$ cat src/rtl/ext_wb_master.sv
// Single-transaction Wishbone classic master driven by an external command port.
// Handles byte/half/word lanes, alignment errors, slave errors and a bus timeout.
module ext_wb_master #(
  parameter int unsigned TIMEOUT_CYCLES = 1024
) (
  input  logic        clk_i,
  input  logic        rst_i,
  input  logic [31:0] ext_tran_addr_i,
  input  logic [31:0] ext_tran_data_i,
  input  logic [1:0]  ext_tran_size_i,
  input  logic        ext_tran_start_i,
  input  logic        ext_tran_write_i,
  input  logic        ext_tran_clear_i,
  output logic [31:0] ext_tran_data_o,
  output logic        ext_tran_ready_o,
  output logic        ext_tran_err_o,
  output logic        wb_cyc_o,
  output logic        wb_stb_o,
  output logic        wb_we_o,
  output logic [31:0] wb_adr_o,
  output logic [31:0] wb_dat_o,
  output logic [3:0]  wb_sel_o,
  input  logic [31:0] wb_dat_i,
  input  logic        wb_ack_i,
  input  logic        wb_err_i
);

  localparam int CW = $clog2(TIMEOUT_CYCLES + 1);
  localparam logic [CW-1:0] TLAST = CW'(TIMEOUT_CYCLES - 1);

  typedef enum logic [1:0] {
    IDLE,
    BUS,
    DONE
  } state_t;

  state_t        state_q;
  logic [CW-1:0] cnt_q;
  logic [1:0]    size_q;
  logic [1:0]    alo_q;

  logic          legal_d;
  logic [3:0]    sel_d;
  logic [31:0]   wdat_d;
  logic [31:0]   sh_d;
  logic [31:0]   rdat_d;

  always_comb begin
    legal_d = 1'b1;
    sel_d   = 4'b1111;
    wdat_d  = ext_tran_data_i;
    unique case (ext_tran_size_i)
      2'b00: begin
        sel_d  = 4'b0001 << ext_tran_addr_i[1:0];
        wdat_d = {4{ext_tran_data_i[7:0]}};
      end
      2'b01: begin
        legal_d = ~ext_tran_addr_i[0];
        sel_d   = ext_tran_addr_i[1] ? 4'b1100 : 4'b0011;
        wdat_d  = {2{ext_tran_data_i[15:0]}};
      end
      2'b10: begin
        legal_d = (ext_tran_addr_i[1:0] == 2'b00);
      end
      default: begin
        legal_d = 1'b0;
      end
    endcase
  end

  // Shift the addressed lane down to bit 0, then trim to the access size.
  always_comb begin
    sh_d = wb_dat_i >> {alo_q, 3'b000};
    unique case (size_q)
      2'b00:   rdat_d = {24'd0, sh_d[7:0]};
      2'b01:   rdat_d = {16'd0, sh_d[15:0]};
      default: rdat_d = sh_d;
    endcase
  end

  always_ff @(posedge clk_i or posedge rst_i) begin
    if (rst_i) begin
      state_q          <= IDLE;
      cnt_q            <= '0;
      size_q           <= 2'b00;
      alo_q            <= 2'b00;
      ext_tran_data_o  <= '0;
      ext_tran_ready_o <= 1'b0;
      ext_tran_err_o   <= 1'b0;
      wb_cyc_o         <= 1'b0;
      wb_stb_o         <= 1'b0;
      wb_we_o          <= 1'b0;
      wb_adr_o         <= '0;
      wb_dat_o         <= '0;
      wb_sel_o         <= '0;
    end else begin
      unique case (state_q)
        IDLE: begin
          if (ext_tran_start_i) begin
            size_q   <= ext_tran_size_i;
            alo_q    <= ext_tran_addr_i[1:0];
            wb_we_o  <= ext_tran_write_i;
            wb_adr_o <= {ext_tran_addr_i[31:2], 2'b00};
            wb_dat_o <= wdat_d;
            wb_sel_o <= sel_d;
            cnt_q    <= '0;
            if (legal_d) begin
              state_q  <= BUS;
              wb_cyc_o <= 1'b1;
              wb_stb_o <= 1'b1;
            end else begin
              state_q          <= DONE;
              ext_tran_ready_o <= 1'b1;
              ext_tran_err_o   <= 1'b1;
            end
          end
        end
        BUS: begin
          if (wb_err_i || wb_ack_i || cnt_q == TLAST) begin
            state_q          <= DONE;
            wb_cyc_o         <= 1'b0;
            wb_stb_o         <= 1'b0;
            ext_tran_ready_o <= 1'b1;
            ext_tran_err_o   <= wb_err_i || !wb_ack_i;
            if (wb_ack_i && !wb_err_i && !wb_we_o) begin
              ext_tran_data_o <= rdat_d;
            end
          end else begin
            cnt_q <= cnt_q + 1'b1;
          end
        end
        DONE: begin
          if (ext_tran_clear_i) begin
            state_q          <= IDLE;
            ext_tran_ready_o <= 1'b0;
            ext_tran_err_o   <= 1'b0;
          end
        end
        default: begin
          state_q <= IDLE;
        end
      endcase
    end
  end

endmodule

$ cat config.mk
export PLATFORM = sky130hd
export DESIGN_NAME = ext_wb_master
export DESIGN_NICKNAME = d
export VERILOG_FILES = /design/src/rtl/ext_wb_master.sv
export SDC_FILE = /design/constraint.sdc
export NUM_CORES = 1
export LEC_CHECK = 0
export ABC_AREA = 1
export BUFFER_PORTS_ARGS = -buffer_cell sky130_fd_sc_hd__buf_2
export CORE_AREA = 2 2 110 112
export DETAILED_ROUTE_END_ITERATION = 8
export DIE_AREA = 0 0 112 114
export PLACE_DENSITY = 0.8
export SLEW_MARGIN = 20
export SYNTH_ARGS = -nofsm -noshare
export SYNTH_HDL_FRONTEND = slang
export SYNTH_SLANG_ARGS = --single-unit
$ cat constraint.sdc
create_clock -name clk_i -period 4.3 [get_ports clk_i]
set_input_delay 0.43 -clock clk_i [delete_from_list [all_inputs] [get_ports clk_i]]
set_output_delay 0.43 -clock clk_i [all_outputs]
set_load 0.02 [all_outputs]
## Word level (Yosys, flattened, before mapping)

Index checks and enable logic that the tools add are counted.

- Input port bits: 105
- Flip-flop bits (word level): 119
- Output and inout bits: 105
- Word-level logic and storage cells: 72

- Equality and inequality tests: 12
- Reductions and logical operators: 20
- Bitwise logic cells: 1
- Mux-type cells: 24
- Shifts and indexed selects: 2
- $add $sub $neg: 1

Operator list:

| cell | count |
|---|---|
| $pmux W32 S2 | 2 |
| $shr A32 B5 Y32 | 1 |
| $mux W11 | 2 |
| $pmux W11 S2 | 1 |
| $ne A2 B2 Y1 const B | 6 |
| $add A11 B1 Y11 const B | 1 |
| $eq A11 B10 Y1 const B | 1 |
| $pmux W1 S3 | 3 |
| $reduce_and A3 Y1 | 3 |
| $logic_not A2 Y1 | 4 |
| $mux W1 | 8 |
| $mux W2 | 4 |
| $pmux W4 S2 | 1 |
| $eq A2 B1 Y1 const B | 3 |
| $pmux W2 S3 | 1 |
| $reduce_and A5 Y1 | 1 |
| $eq A2 B2 Y1 const B | 2 |
| $mux W4 | 1 |
| $reduce_and A4 Y1 | 1 |
| $shl A1 B2 Y4 const A | 1 |
| $logic_not A1 Y1 | 3 |
| $logic_or A1 B1 Y1 | 3 |
| $reduce_bool A3 Y1 | 1 |
| $logic_and A1 B1 Y1 | 2 |
| 4 further kinds | 4 |

## Depth between registers and ports, before layout

Gate-level depths: netlist of the first run.

- Depth after elaboration: 5
- Gate-level depth with buffers: 10
- Depth with buffers taken out: 9

## Worst setup path before layout of the first run

Ideal clock, no wire load.

- Kind: reg2reg
- From: reg cnt_q[0]
- To: reg cnt_q[2]
- Arrival: 1.348 ns
- Clock period less this slack: 1.422 ns
- Required time: 4.226 ns
- Path slack: 2.878 ns
- Cell stages (with the launch flop): 11
- Path buffers: 1
- Library setup time: 0.074 ns
- Cell sequence: dfrtp_1 -> ha_1 -> nand2_1 -> nor2_2 -> nand3_2 -> nand2_4 -> nand2_8 -> inv_8 -> buf_12 -> nand2_1 -> o21ai_2

- Longest elaborated chain between the ends: 4
- Elaborated cells between the ends (all ways): 7
- Those cells by class: 1 x add/sub; 2 x eq/ne; 2 x mux; 2 x reduce/logical

Ends and longest elaborated chain:

| element | line | RTL |
|---|---|---|
| start: declaration | 38 | `logic [CW-1:0] cnt_q;` |
| start signal: assignment | 129 | `cnt_q <= cnt_q + 1'b1;` |
| parallel branches: the longest is 4 deep, another holds $add A11 B1 Y11 | - |  |

Several ways; the timed one is not identified. The select of a mux whose other input is x is not followed.
A chain may end at the register's enable or synchronous reset.

## Worst setup path after layout of the first run

- From: reg state_q[0]
- To: reg wb_dat_o[30]

- Longest elaborated chain between the ends: 2

Ends and longest elaborated chain:

| element | line | RTL |
|---|---|---|
| start: declaration | 37 | `state_t state_q;` |
| start signal: assignment | 83 | `state_q <= IDLE;` |
| start signal: assignment | 108 | `state_q <= BUS;` |
| start signal: assignment | 112 | `state_q <= DONE;` |
| $logic_not A2 Y1 | 97 | `unique case (state_q)` |
| $reduce_and A2 Y1 (no source line) | - |  |
| end signal: assignment | 104 | `wb_dat_o <= wdat_d;` |
| end: declaration | 21 | `output logic [31:0] wb_dat_o,` |

Every way passes these cells.

==> results of run 1 <==
[final timing paths]
path	to	cells past startpoint	from
setup / recovery	wb_dat_o[30]$_DFFE_PP0P_	6	state_q[0]$_DFFE_PP0P_
hold / removal	wb_adr_o[4]$_DFFE_PP0P_	2	rst_i
setup reg to reg	wb_dat_o[30]$_DFFE_PP0P_	6	state_q[0]$_DFFE_PP0P_
hold reg to reg	wb_adr_o[17]$_DFFE_PP0P_	2	wb_adr_o[17]$_DFFE_PP0P_
max in group asynchronous	ext_tran_data_o[30]$_DFFE_PP0P_	3	rst_i
min in group clk_i	wb_adr_o[28]$_DFFE_PP0P_	3	ext_tran_addr_i[28]
[layout by cell type (no fill, tap or decap), drive strengths merged]
cell / netlist / final
nand3: 28 / 28
nand4: 4 / 4
conb: 1 / 2
clkinvlp: 0 / 4
nand3b: 5 / 5
inv: 40 / 43
bufinv: 0 / 3
nor2: 55 / 55
clkbuf: 5 / 19
buf: 30 / 211
ha: 1 / 1
o21ai: 49 / 49
dfrtp: 119 / 119
or2: 1 / 1
a31oi: 16 / 16
o21bai: 2 / 2
nand2: 308 / 308
nor3: 1 / 1
a21oi: 34 / 34
a21o: 1 / 1
o211ai: 6 / 6
clkinv: 2 / 5
xor2: 2 / 2
[worst max-delay path, delay by kind of cell, from the launching register on]
kind	cells	cell delay [ns]
flops	1	0.41
compound gates	1	0.15
buf+inv	2	1.18
simple gates	3	0.69
[power breakdown]
group / internal, µW / leakage, µW / switching, µW
clock network: 948 / 0.000293 / 530
logic: 702 / 0.00227 / 1530
registers: 1580 / 0.00148 / 279
[per-layer routing]
| metal | up-vias | global-route usage [%] | wire length, µm |
|---|---|---|---|
| met5 | - | 0 | 0 |
| met1 | 2492 | 30.9 | 6440 |
| li1 | 2643 | - | - |
| met3 | 26 | 6.96 | 1400 |
| met2 | 252 | 41.1 | 7390 |
| met4 | 0 | 8.54 | 296 |
[cell families (layout without fill, tap and decap cells)]
kind of cell / Yosys count / after routing / share of synthesized area (%)
xor gates and xnor gates: 2 / 2 / 0.310
and+or+nand+nor: 402 / 402 / 29.7
other: 1 / 2 / 0.0665
DFF: 119 / 119 / 52.8
adders and majority gates: 1 / 1 / 0.222
buffers and inverters: 77 / 285 / 6.32
AOI/OAI and AO/OA: 108 / 108 / 10.6
[state kept, by name (all words and copies together), names as in the netlist]
register and count:
wb_we_o 1, wb_adr_o 30, wb_stb_o 1, size_q 2, wb_sel_o 4, alo_q 2, state_q 2, wb_dat_o 32
ext_tran_err_o 1, cnt_q 11, ext_tran_ready_o 1, ext_tran_data_o 32
[cell usage after synthesis, types with 2 or more instances]
| cell type | number |
|---|---|
| a21oi_1 | 34 |
| a31oi_1 | 16 |
| buf_2 | 26 |
| buf_4 | 3 |
| clkbuf_1 | 5 |
| clkinv_1 | 2 |
| dfrtp_1 | 119 |
| inv_1 | 36 |
| inv_2 | 3 |
| nand2_1 | 299 |
| nand2_2 | 6 |
| nand2_4 | 2 |
| nand3_1 | 27 |
| nand3b_1 | 4 |
| nand4_1 | 4 |
| nor2_1 | 49 |
| nor2_2 | 4 |
| nor2_4 | 2 |
| o211ai_1 | 6 |
| o21ai_0 | 37 |
| o21ai_1 | 8 |
| o21ai_2 | 4 |
| o21bai_1 | 2 |
| xor2_1 | 2 |
[area by class of cell]
type	count	share of cell area, %
clock inverters	13	2.30
inverters	42	2.29
flip-flops and latches	119	40.6
multi-input cells	515	31.5
well taps	147	2.51
clock buffers	19	6.18
repair buffers	211	14.5
[metrics by stage]
step           instances  instance area [µm²]  setup slack [ns]  total power, µW
5_1_grt             1066                 7330              1.52             5930
6_report            1066                 7330              1.77             5570
2_1_floorplan        711                 5650             0.713             3370
3_3_place_gp        1034                 6710              1.80             4060
3_5_place_dp        1034                 6710              1.78             4100
4_1_cts             1066                 7330              1.75             5600
==> impl_results.md, run 1 <==
* Library cells used by synthesis at 34
* Async set-reset flop share out of synthesis at 100%
* Reg area at roughly 3000 µm²
* # diodes at 0
* Synth area leader: dfrtp_1
* Final Cycle Share at approximately three fifths
* P_leak at around 0.0040 µW
* R2r setup slk at 1.77 ns
* Antenna Nets Post-Route at 0
* Post-CTS setup buffers at 0
* Via count at roughly 5400
* First-pass GRT wire length at 25.0 mm
* Crit Path Category: flip-flop to flip-flop
* Layout Area Growth over Synthesis at 29.9%
* Ranking of synthesized cells by area: dfrtp_1 (53%), nand2_1 (20%), o21ai_0 (3.3%)
* Max_cap viols at 0
* Clock latency on the worst-skew pair at 0.41 ns
* Slew @ Worst Pin at 0.876 ns
* Synth Register Bits at about 120
* Setup TNS at 0 ns
* Number of global-route vias before repair at just over 5000
* Post-layout util at between 60% and 70%
* Core area at about 12000 µm²
* Initial antenna violation count at 0
* Routed Wire Length at 15.5 mm
* Full die area at between 10000 and 15000 µm²
* TritonRoute pass-1 iters at 5
* Post-synth EDFFs at 0
* Crit path arrival time at ~2.9 ns
* Root Driver: clkbuf_16
* Ys flop type: dfrtp_1
* CTS Buf Count at 17
* Final setup vio count at 0
* Mapped Area at around 5600 µm²
* CP max stage cell: inv_2
* Unrepaired setup endpoints after global routing: no
* CTS Hold Buffers Added at 0
* Final setup skew at about 0.009 ns
* Rows at 40
* Type of origin of the critical path: flip-flop
* Critical path, cell by cell: nor2_2, nand2_4, inv_2, buf_4, nor2_1, a31oi_1
* I/O Pins at 210
* Largest net degree at the start of global routing at 72
* Max clock buf depth at 2
* Power per cell area at 760 nW/µm²
* WHS at between 0.2 and 0.25 ns
* Crit path required time at 4.63 ns
* Port buffer count at between 200 and 250
* Area of the multi-input gates at 2310 µm²
* GPL Wtd Cong at between 0.9 and 1
* Layout Nets at roughly 1000
* Yosys warning total at 0
* Crit. End Element: flip-flop
* Gate Count Post-Synth at 710
* Die X at 112 µm
* Share of cells above drive strength 1 at around 30%
* Vias per cell at 5.08
* PostCTS Resize Cnt at 0
* Crit path time final at 2.53 ns
* HPWL Detailed at approximately 11 mm
* Min-delay worst type: input port to async pin
* Relative slew slack at 41.6%
* Grt ovf at 0
* Max IR drop VDD at 0.377 mV
* Status: complete, no violations
* Final max-slew violation count at 0
* Clock transition at the registers of the reported paths at approximately 0.060 ns
* Fmax at 395 MHz
* CTS tree: yes
* Die height at 114 µm
* Crit Path Max Fanout at 68
* # DRC at 0
* Register area share after synthesis at 52.8%
* H-tree depth at 4
* Share of the synthesized area in the top cell type at about 53%
* Avg Inst Size Synth at just under 8 µm²
* All-Layer GR Usage at 24.6%
* Fill cells at 1067
* Starting Density at roughly half
* Final Hold Fails at 0
* Max stage delay on crit path at between 0.7 and 0.8 ns
* DR WL/cell at ~15 µm
* Detailed Route Iter0 Violations at 390
* Clk sinks at around 120
(Power assumes the default switching activity.)
==> run 2, diff against run 1 <==
--- a/config.mk
+++ b/config.mk
@@ -7,10 +7,10 @@
 export LEC_CHECK = 0
 export ABC_AREA = 1
 export BUFFER_PORTS_ARGS = -buffer_cell sky130_fd_sc_hd__buf_2
-export CORE_AREA = 2 2 110 112
+export CORE_AREA = 2 2 115 117
 export DETAILED_ROUTE_END_ITERATION = 8
-export DIE_AREA = 0 0 112 114
-export PLACE_DENSITY = 0.8
+export DIE_AREA = 0 0 117 119
+export PLACE_DENSITY = 0.77
 export SLEW_MARGIN = 20
 export SYNTH_ARGS = -nofsm -noshare
 export SYNTH_HDL_FRONTEND = slang
==> constraint.sdc (replaced) <==
create_clock -name clk_i -period 2.3 [get_ports clk_i]
set_input_delay 0.23 -clock clk_i [delete_from_list [all_inputs] [get_ports clk_i]]
set_output_delay 0.23 -clock clk_i [all_outputs]
set_load 0.02 [all_outputs]
==> run 2 against run 1 <==
The run now ends with negative hold slack left. Cell count is 4.5% higher. Routed wire length rose by 4.6%. Worst hold slack got worse by 0.22 ns. First-iteration DRC count up 35%. Largest power group unchanged.
==> impl_results.md, run 2 (synthesized netlist as in run 1, its figures left out) <==
* Status: finished, violations left
* Failing checks: negative hold slack
* GRT met1 Usage at 31.3% (+0.33 points)
* Final setup vio count at 0 (unchanged)
* Crit path required time at 2.65 ns (-1.98 ns)
* Reg-to-reg startpoint: state_q[1]$_DFFE_PP0P_
* DR WL/cell at 14.6 µm (about the same)
* # DRC at 0 (unchanged)
* Reg area at 2980 µm² (unchanged)
* Share of cells above drive strength 1 at 29.3% (-0.17 points)
* Final setup skew at 0.00557 ns (-0.00340 ns)
* Crit path arrival time at 2.08 ns (-0.78 ns)
* Setup ws final at 0.574 ns (-1.19 ns)
* Detailed Route Iter0 Violations at 526 (+35%)
* Max IR drop VDD at 0.813 mV (+120%)
* CTS Buf Count at 17 (unchanged)
* Vias per cell at 4.94 (-2.7%)
* Crit path time final at 1.73 ns (-0.807 ns)
* Min-delay worst type: input port to async pin
* Crit. End Element: flip-flop
* Largest net degree at the start of global routing at 120 (+67%)
* Setup TNS at 0 ns (unchanged)
* GPL Wtd Cong at 0.875 (-3.9%)
* Largest regs: ext_tran_data_o: 32 flops, wb_dat_o: 32 flops, wb_adr_o: 30 flops
* Final Hold Fails at 7 (+7)
* Met2 usage at 37.7% (-3.4 points)
* H-tree depth at 4 (unchanged)
* Commonest cells after routing, fill and taps aside: nand2_1 (299), buf_2 (207), dfrtp_1 (119), nor2_1 (49), o21ai_0 (37)
* I/O Pins at 210 (unchanged)
* All-Layer GR Usage at 23.9% (-0.66 points)
* Die height at 119 µm (+4.4%)
* Setup Slack @ Placement at 0.614 ns (-1.17 ns)
* Terminus of the critical flop-to-flop path: ext_tran_data_o[11]$_DFFE_PP0P_
* Placed cell count at 1067 (+3.2%)
* Final max-slew violation count at 0 (unchanged)
* Full die area at 13900 µm² (+9.0%)
* P_leak at 0.00419 µW (+3.4%)
* Fmax at 579 MHz (+47%)
* GR peak layer: met2
* Layout Area Growth over Synthesis at 36.0%
* Die X at 117 µm (+4.5%)
* Port buffer count at 207 (unchanged)
* Rows at 42 (+5.0%)
* Dpl cell area at 6800 µm² (+1.4%)
* R2r setup slk at 0.57 ns (-1.19 ns)
* Max clock buf depth at 2 (unchanged)
* Slew @ Worst Pin at 0.724 ns (-0.152 ns)
* Antenna Nets Post-Route at 0 (unchanged)
* First-pass GRT wire length at 25.8 mm (+3.3%)
* Crit Path Category: flip-flop to flip-flop
* Number of global-route vias before repair at 5231 (+1.5%)
* Initial antenna violation count at 0 (unchanged)
* PostCTS Resize Cnt at 0 (unchanged)
* Starting Density at 43.8% (-4.4 points)
* CTS tree: yes
* Worst reg2reg path depth at 7 (+1)
* Routed Wire Length at 16.2 mm (+4.6%)
* HPWL Detailed at 11.2 mm (+2.1%)
* Clk sinks at 119 (unchanged)
* Unrepaired setup endpoints after global routing: no
* Finished Layout Cells at 1114 (+4.5%)
* Power per cell area at 1430 nW/µm² (+89%)
* Most common cell after layout, fill and taps aside: nand2_1
* # diodes at 0 (unchanged)
* Crit Path Max Fanout at 36 (-47%)
* Type of origin of the critical path: flip-flop
* WHS at -0.0156 ns (-0.224 ns)
* Layout Nets at 1031 (+1.9%)
* Fill cells at 1165 (+9.2%)
* Post-CTS setup buffers at 0 (unchanged)
* Core area at 12900 µm² (+9.9%)
* Relative slew slack at 51.7% (+10 points)
* Final Cycle Share at 75.1% (+16 points)
* Via count at 5503 (+1.7%)
* Grt ovf at 0 (unchanged)
* Clock transition at the registers of the reported paths at 0.06 ns (about the same)
* Root Driver: clkbuf_16
* Clock latency on the worst-skew pair at 0.41 ns (about the same)
* Met3 usage in global routing at 5.85% (-1.1 points)
* TritonRoute pass-1 iters at 5 (unchanged)
* Design Area, Final at 7680 µm² (+4.7%)
* Area of the multi-input gates at 2310 µm² (unchanged)
* Max_cap viols at 0 (unchanged)
## run 2: cell type report
class,count,share of cell area [%]
inverters,42,2.20
multi-input cells,515,30.1
clock buffers,19,5.90
repair buffers,230,16.6
clock inverters,13,3.55
flip-flops and latches,119,38.8
well taps,176,2.87
## run 2: routing by layer
metal / vias up / share of wire [%]
met5: - / 0
met3: 36 / 6.7
met1: 2541 / 43
met4: 0 / 3.0
li1: 2691 / -
met2: 235 / 48
## run 2: worst max path at each step
stage | startpoint | to
6_report | state_q[1]$_DFFE_PP0P_ | ext_tran_data_o[11]$_DFFE_PP0P_
5_1_grt | state_q[1]$_DFFE_PP0P_ | ext_tran_data_o[15]$_DFFE_PP0P_
4_1_cts | state_q[1]$_DFFE_PP0P_ | ext_tran_data_o[11]$_DFFE_PP0P_
3_5_place_dp | state_q[1]$_DFFE_PP0P_ | ext_tran_data_o[31]$_DFFE_PP0P_
3_3_place_gp | state_q[1]$_DFFE_PP0P_ | ext_tran_data_o[21]$_DFFE_PP0P_
2_1_floorplan | rst_i | alo_q[0]$_DFFE_PP0P_
## run 2: worst max-delay path, cell delays in order (launching register included)
cell	delay [ns]
dfrtp_1	0.39
inv_1	0.09
nand2_2	0.12
nor2_4	0.15
nand3b_4	0.34
nor2_4	0.33
o211ai_1	0.15
nand2_1	0.09
## run 2: per-stage QoR
step | util (%) | hold slack [ns] | total power [µW]
global placement | 52.8 | 0.423 | 7660
CTS | 59.6 | 0.000151 | 11100
detailed placement | 52.8 | 0.429 | 7730
global route | 59.6 | 0.00695 | 11700
finish | 59.6 | -0.0156 | 11000
floorplan | - | 0.340 | 6290
## run 2: timing repair
| item | CTS | global route |
|---|---|---|
| setup endpoints to repair | 0 | 0 |
| hold endpoints to repair | 15 | 0 |
| hold buffers | 15 | 0 |
## run 2: power by group
part	internal (µW)	switching (µW)	total, µW
Sequential	2950	583	3530
Combinational	1370	2840	4220
Clock	2300	948	3250
